===== src/rtl/hex_display_scan_ctrl.sv =====
// hex_display_scan_ctrl: time-multiplexed 7-segment scan controller with a BLANK/SHOW anti-ghosting FSM.
// Optional build macro LEADING_ZERO_BLANK_EN suppresses leading zero digits above digit 0.
module dcba27segments (
    input  logic [3:0] dcba,
    output logic [6:0] seg
);
    // segments a..g on [6:0], active low
    always_comb begin
        seg = 7'b1111111;
        case (dcba)
            4'h0: seg = 7'b0000001;
            4'h1: seg = 7'b1001111;
            4'h2: seg = 7'b0010010;
            4'h3: seg = 7'b0000110;
            4'h4: seg = 7'b1001100;
            4'h5: seg = 7'b0100100;
            4'h6: seg = 7'b0100000;
            4'h7: seg = 7'b0001111;
            4'h8: seg = 7'b0000000;
            4'h9: seg = 7'b0000100;
            4'hA: seg = 7'b0001000;
            4'hB: seg = 7'b1100000;
            4'hC: seg = 7'b0110001;
            4'hD: seg = 7'b1000010;
            4'hE: seg = 7'b0110000;
            4'hF: seg = 7'b0111000;
        endcase
    end
endmodule

module hex_display_scan_ctrl #(
    parameter int NUM_DIGITS  = 4,
    parameter int REFRESH_DIV = 1000,
    parameter int DEAD_CYCLES = 2
) (
    input  logic                    clk,
    input  logic                    rst_n,
    input  logic                    en,
    input  logic                    load,
    input  logic [4*NUM_DIGITS-1:0] digits_in,
    input  logic [NUM_DIGITS-1:0]   blank_mask,
    output logic [NUM_DIGITS-1:0]   digit_sel,
    output logic [6:0]              seg_out,
    output logic                    frame_done
);
    localparam int MAX_CNT = (REFRESH_DIV > DEAD_CYCLES) ? REFRESH_DIV : DEAD_CYCLES;
    localparam int CW      = $clog2(MAX_CNT + 1);
    localparam int IW      = $clog2(NUM_DIGITS);

    typedef enum logic {BLANK, SHOW} state_t;

    state_t                  state, state_d;
    logic [CW-1:0]           cnt, cnt_d;
    logic [IW-1:0]           idx, idx_d;
    logic [4*NUM_DIGITS-1:0] shadow;
    logic [NUM_DIGITS-1:0]   lz_blank, digit_sel_d;
    logic [6:0]              seg_dec, seg_d;
    logic                    frame_done_d, tick, to_show, hold_show, lit;

    always_ff @(posedge clk or negedge rst_n) begin
        if (!rst_n)
            shadow <= '0;
        else if (load)
            shadow <= digits_in;
    end

    dcba27segments u_dec (
        .dcba (shadow[4*idx +: 4]),
        .seg  (seg_dec)
    );

`ifdef LEADING_ZERO_BLANK_EN
    // zero_above[i]: nibbles i..NUM_DIGITS-1 are all zero
    logic [NUM_DIGITS:1] zero_above;
    assign zero_above[NUM_DIGITS] = 1'b1;
    assign lz_blank[0]            = 1'b0;
    for (genvar i = 1; i < NUM_DIGITS; i++) begin : g_lz
        assign zero_above[i] = zero_above[i+1] && (shadow[4*i +: 4] == 4'h0);
        assign lz_blank[i]   = zero_above[i];
    end
`else
    assign lz_blank = '0;
`endif

    always_ff @(posedge clk or negedge rst_n) begin
        if (!rst_n) begin
            state      <= BLANK;
            cnt        <= '0;
            idx        <= '0;
            digit_sel  <= '1;
            seg_out    <= 7'b1111111;
            frame_done <= 1'b0;
        end else begin
            state      <= state_d;
            cnt        <= cnt_d;
            idx        <= idx_d;
            digit_sel  <= digit_sel_d;
            seg_out    <= seg_d;
            frame_done <= frame_done_d;
        end
    end

    always_comb begin
        tick    = (state == BLANK) ? (cnt == CW'(DEAD_CYCLES - 1)) : (cnt == CW'(REFRESH_DIV - 1));
        state_d = !en ? BLANK : tick ? ((state == BLANK) ? SHOW : BLANK) : state;
        cnt_d   = (!en || tick) ? '0 : cnt + 1'b1;
        idx_d   = (en && state == SHOW && tick) ? ((idx == IW'(NUM_DIGITS - 1)) ? '0 : idx + 1'b1) : idx;
    end

    // the nibble is sampled only on BLANK->SHOW, so a lit digit never tears
    always_comb begin
        to_show      = en && state == BLANK && tick;
        hold_show    = en && state == SHOW && !tick;
        lit          = !(blank_mask[idx] || lz_blank[idx]);
        digit_sel_d  = (to_show && lit) ? ~(NUM_DIGITS'(1) << idx) : hold_show ? digit_sel : '1;
        seg_d        = (to_show && lit) ? seg_dec : hold_show ? seg_out : 7'b1111111;
        frame_done_d = en && state == SHOW && tick && (idx == IW'(NUM_DIGITS - 1));
    end

    assert property (@(posedge clk) disable iff (!rst_n) $onehot0(~digit_sel));
    assert property (@(posedge clk) disable iff (!rst_n) (state == BLANK) |-> (&digit_sel));
endmodule


===== config.mk =====
export PLATFORM = sky130hd
export DESIGN_NAME = hex_display_scan_ctrl
export DESIGN_NICKNAME = d
export VERILOG_FILES = /design/src/rtl/hex_display_scan_ctrl.sv
export SDC_FILE = /design/constraint.sdc
export NUM_CORES = 1
export LEC_CHECK = 0
export CORE_UTILIZATION = 35
export DETAILED_ROUTE_END_ITERATION = 7
export GPL_TIMING_DRIVEN = 1
export HOLD_SLACK_MARGIN = 0.15
export PLACE_DENSITY = 0.53
export SYNTH_ARGS = -nofsm -noshare
export SYNTH_HDL_FRONTEND = slang
export SYNTH_HIERARCHICAL = 1
export SYNTH_SLANG_ARGS = --single-unit

===== constraint.sdc =====
create_clock -name clk -period 2.5 [get_ports clk]
set_clock_uncertainty 0.2 [all_clocks]
set_input_delay 0.5 -clock clk [delete_from_list [all_inputs] [get_ports clk]]
set_output_delay 0.5 -clock clk [all_outputs]
set_load 0.03 [all_outputs]

==> flow_summary_export.csv <==
group,metric,value,unit
run_status,status,"complete, no violations",
worst_setup_path,critical_path.slowest_cell,"mux4_1",
timing,whs,0.302,ns
placed_design,dp_hpwl,3020,um
grt,grt_util_all_layers,0.141,
yosys,ys_ff_latch,41,
cts,cts_sinks,41,
cts,cts_resized,0,
worst_setup_path,start_kind,"flop",
pwr,peakVddDrop,0.000271,V
pwr,p_sw,346,uW
drt,vias,1418,
cts,tritoncts,"done",
drt,ant_nets,0,
drt,wl_per_cell,14.2,um
yosys,syn-cell-area,2100,um^2
yosys,ys.flop_type,"dfrtp_1",
hold_path,min_to,"digit_sel[3]$_DFFE_PN1P_",
yosys,synth_cell_type_count,38,
timing,period_needed,2.35,ns
grt,antenna_found_initial,0,
floorplan,core_area,5640,um^2
drt,vias_per_cell,5.03,
cts,clk_path_buf_depth,2,
worst_setup_path,critPathMaxFanout,6,
timing,period_share,0.941,
pwr,p_seq_frac,0.533,
grt,use_met2,0.222,
worst_setup_path,critPathMaxStageDelay,0.72,ns
worst_setup_path,cp_num_buf_inv,1,
grt,grt_pass1_vias,1423,
worst_setup_path,critPathCaptureType,"flop",
cts,numCtsBuffers,5,
placed_design,place_area,2500,um^2
grt,grt_max_degree,37,
grt,gr-usage-met1,0.188,
worst_setup_path,regToRegEndpoint,"seg_out[3]$_DFFE_PN1P_",
worst_setup_path,path_cells,"mux4_1, inv_1, ha_1, nand2_1, a21oi_1, a31oi_1, o22a_1",
grt,grtUsageMet3,0.0354,
drt,routed_wl,4000,um
layout,nets,245,
floorplan,ios,36,
pwr,p_comb_frac,0.164,
placed_design,port_buffers,35,
hold_path,hold_class,"flop to flop",
cts,post_cts_buffers,0,
layout,final_area,2600,um^2
yosys,synth_cells,171,
timing,maxSlewViolCount,0,
yosys,synth_edf_count,0,
worst_setup_path,worstReg2RegStart,"idx[0]$_DFFE_PN0P_",
timing,finalSetupViolations,0,
timing,fmax,425,MHz
layout,syn_to_final_growth,23.4,%
worst_setup_path,r2r_slack,0.15,ns
worst_setup_path,critPathRequiredTime,2.54,ns
floorplan,die_area,6320,um^2
drt,drc,0,
cts,htree_levels,2,
layout,drive_gt1_frac,0.195,
drt,first_pass_iters,3,
floorplan,dieWidth,79.5,um
floorplan,die_h,79.5,um
worst_setup_path,critPathKind,"flop to flop",
floorplan,rows,27,
grt,busiest_layer,"met2",
timing,rsz0062_at_grt,"false",
yosys,ys_top_cells_by_count,"30 x dfrtp_1, 18 x mux2_2, 12 x ha_1, 12 x nor2_1, 11 x dfstp_2",
floorplan,initial_core_util,0.373,
worst_setup_path,critPathArrivalTime,2.39,ns
yosys,avgSynthCellArea,12.3,um^2
cts,cts_hold_buf,1,
cts,clk_latency,0.29,ns
cts,path_clk_slew,0.07,ns
grt,overflow,0,
pwr,power_leakage,0.00109,uW
cts,root_buffer,"clkbuf_8",
pwr,p_sw_frac,0.254,
timing,slew_headroom,0.471,
yosys,async_flop_share,1.00,
yosys,synth-seq-area-share,0.494,
yosys,ys_top_cells_by_area,"dfrtp_1 36%, dfstp_2 14%, mux2_2 9.6%",
job,maxCapViolations,0,
pwr,power.internal,1020,uW
worst_setup_path,crit_family,"multiplexers",
drt,drtIter0Drc,106,
yosys,yosysWarnings,6,
grt,grt_pass1_wl,6730,um
pwr,clockPowerShare,0.303,
hold_path,worstHoldStart,"digit_sel[3]$_DFFE_PN1P_",
timing,hold_viol,0,
yosys,synth_top_area_frac,0.357,
pwr,power.density,525,nW/um^2
placed_design,gp_congestion,0.819,
yosys,yosysTopAreaCell,"dfrtp_1",
yosys,yosysMostFrequentCell,"dfrtp_1",
hold_path,min_path_cells,1,
worst_setup_path,ff2ff_path_depth,7,
timing,tns,0,ns
layout,num_antenna_cells,0,
timing,worst_pin_slew,0.794,ns
layout,n_fill_cell,521,
yosys,synthesis.nets,207,
==> sequential cells by signal, indices dropped and copies added, names as in the netlist <==
name / count
shadow: 16
digit_sel: 4
frame_done: 1
state: 1
cnt: 10
seg_out: 7
idx: 2
==> layer usage <==
| layer | part of all wire | vias up | wire length (um) |
|---|---|---|---|
| li1 | - | 691 | - |
| met1 | 0.48 | 690 | 1930 |
| met2 | 0.46 | 32 | 1850 |
| met3 | 0.043 | 5 | 172 |
| met4 | 0.012 | 0 | 49 |
| met5 | 0 | - | 0 |
==> power by group through the flow <==
stage | sequential, uW | combinational, uW | clock [uW]
4_1_cts | 727 | 226 | 432
3_3_place_gp | 739 | 217 | 0
2_1_floorplan | 743 | 132 | 0
3_5_place_dp | 739 | 225 | 0
5_1_grt | 732 | 247 | 467
6_report | 726 | 223 | 414
==> per-stage QoR <==
step	setup WS, ns	std cells	power [uW]	utilization
detailed placement	0.157	273	964	0.444
global placement	0.258	273	955	0.444
CTS	0.154	282	1390	0.460
global route	0.0566	282	1450	0.460
floorplan	0.301	171	876	-
finish	0.146	282	1360	0.460
==> placed cells by master, fill, tap and decap left out, types with 5 or more instances in the layout <==
master,synthesis,routed
nor2_1,12,12
o21ai_0,6,6
dfstp_2,11,11
nand2_1,9,9
o22a_1,7,7
nand3_1,6,6
inv_1,7,7
clkbuf_8,0,5
ha_1,12,12
dfrtp_1,30,30
mux2_2,18,18
clkdlybuf4s50_1,0,34
==> worst max path at each step <==
stage | end | start | depth (start not counted) | slack, ns
floorplan | seg_out[6]$_DFFE_PN1P_ | idx[0]$_DFFE_PN0P_ | 7 | 0.30
global placement | seg_out[3]$_DFFE_PN1P_ | idx[0]$_DFFE_PN0P_ | 7 | 0.26
detailed placement | seg_out[0]$_DFFE_PN1P_ | idx[0]$_DFFE_PN0P_ | 6 | 0.16
CTS | seg_out[0]$_DFFE_PN1P_ | idx[0]$_DFFE_PN0P_ | 6 | 0.15
global route | seg_out[0]$_DFFE_PN1P_ | idx[0]$_DFFE_PN0P_ | 6 | 0.06
finish | seg_out[3]$_DFFE_PN1P_ | idx[0]$_DFFE_PN0P_ | 7 | 0.15
==> cell type report <==
type	instances	area, um^2	share of cell area
tap	72	90.1	0.0347
clock inverter	1	5.00	0.00193
multi-input combinational	115	981	0.378
timing repair buffer	39	378	0.146
clock buffer	7	76.3	0.0294
inverter	7	26.3	0.0101
sequential	41	1040	0.400
==> cells by family after synthesis <==
| family | count (synthesis) | synth area share |
|---|---|---|
| buffers and inverters | 15 | 0.0393 |
| adder cells (fa/ha/maj) | 12 | 0.0714 |
| XOR/XNOR | 8 | 0.0333 |
| multiplexers | 24 | 0.162 |
| AO/OA/AOI/OAI | 25 | 0.0874 |
| AND/OR/NAND/NOR | 46 | 0.112 |
| flip-flops | 41 | 0.494 |
==> worst reg2reg max path: cells and delay by family (launching register included) <==
family | cells | cell delay, ns
multiplexers | 1 | 0.72
flip-flops | 1 | 0.48
AO/OA/AOI/OAI | 3 | 0.37
adder cells (fa/ha/maj) | 1 | 0.25
buffers and inverters | 1 | 0.19
AND/OR/NAND/NOR | 1 | 0.09
(Power assumes the default switching activity.)
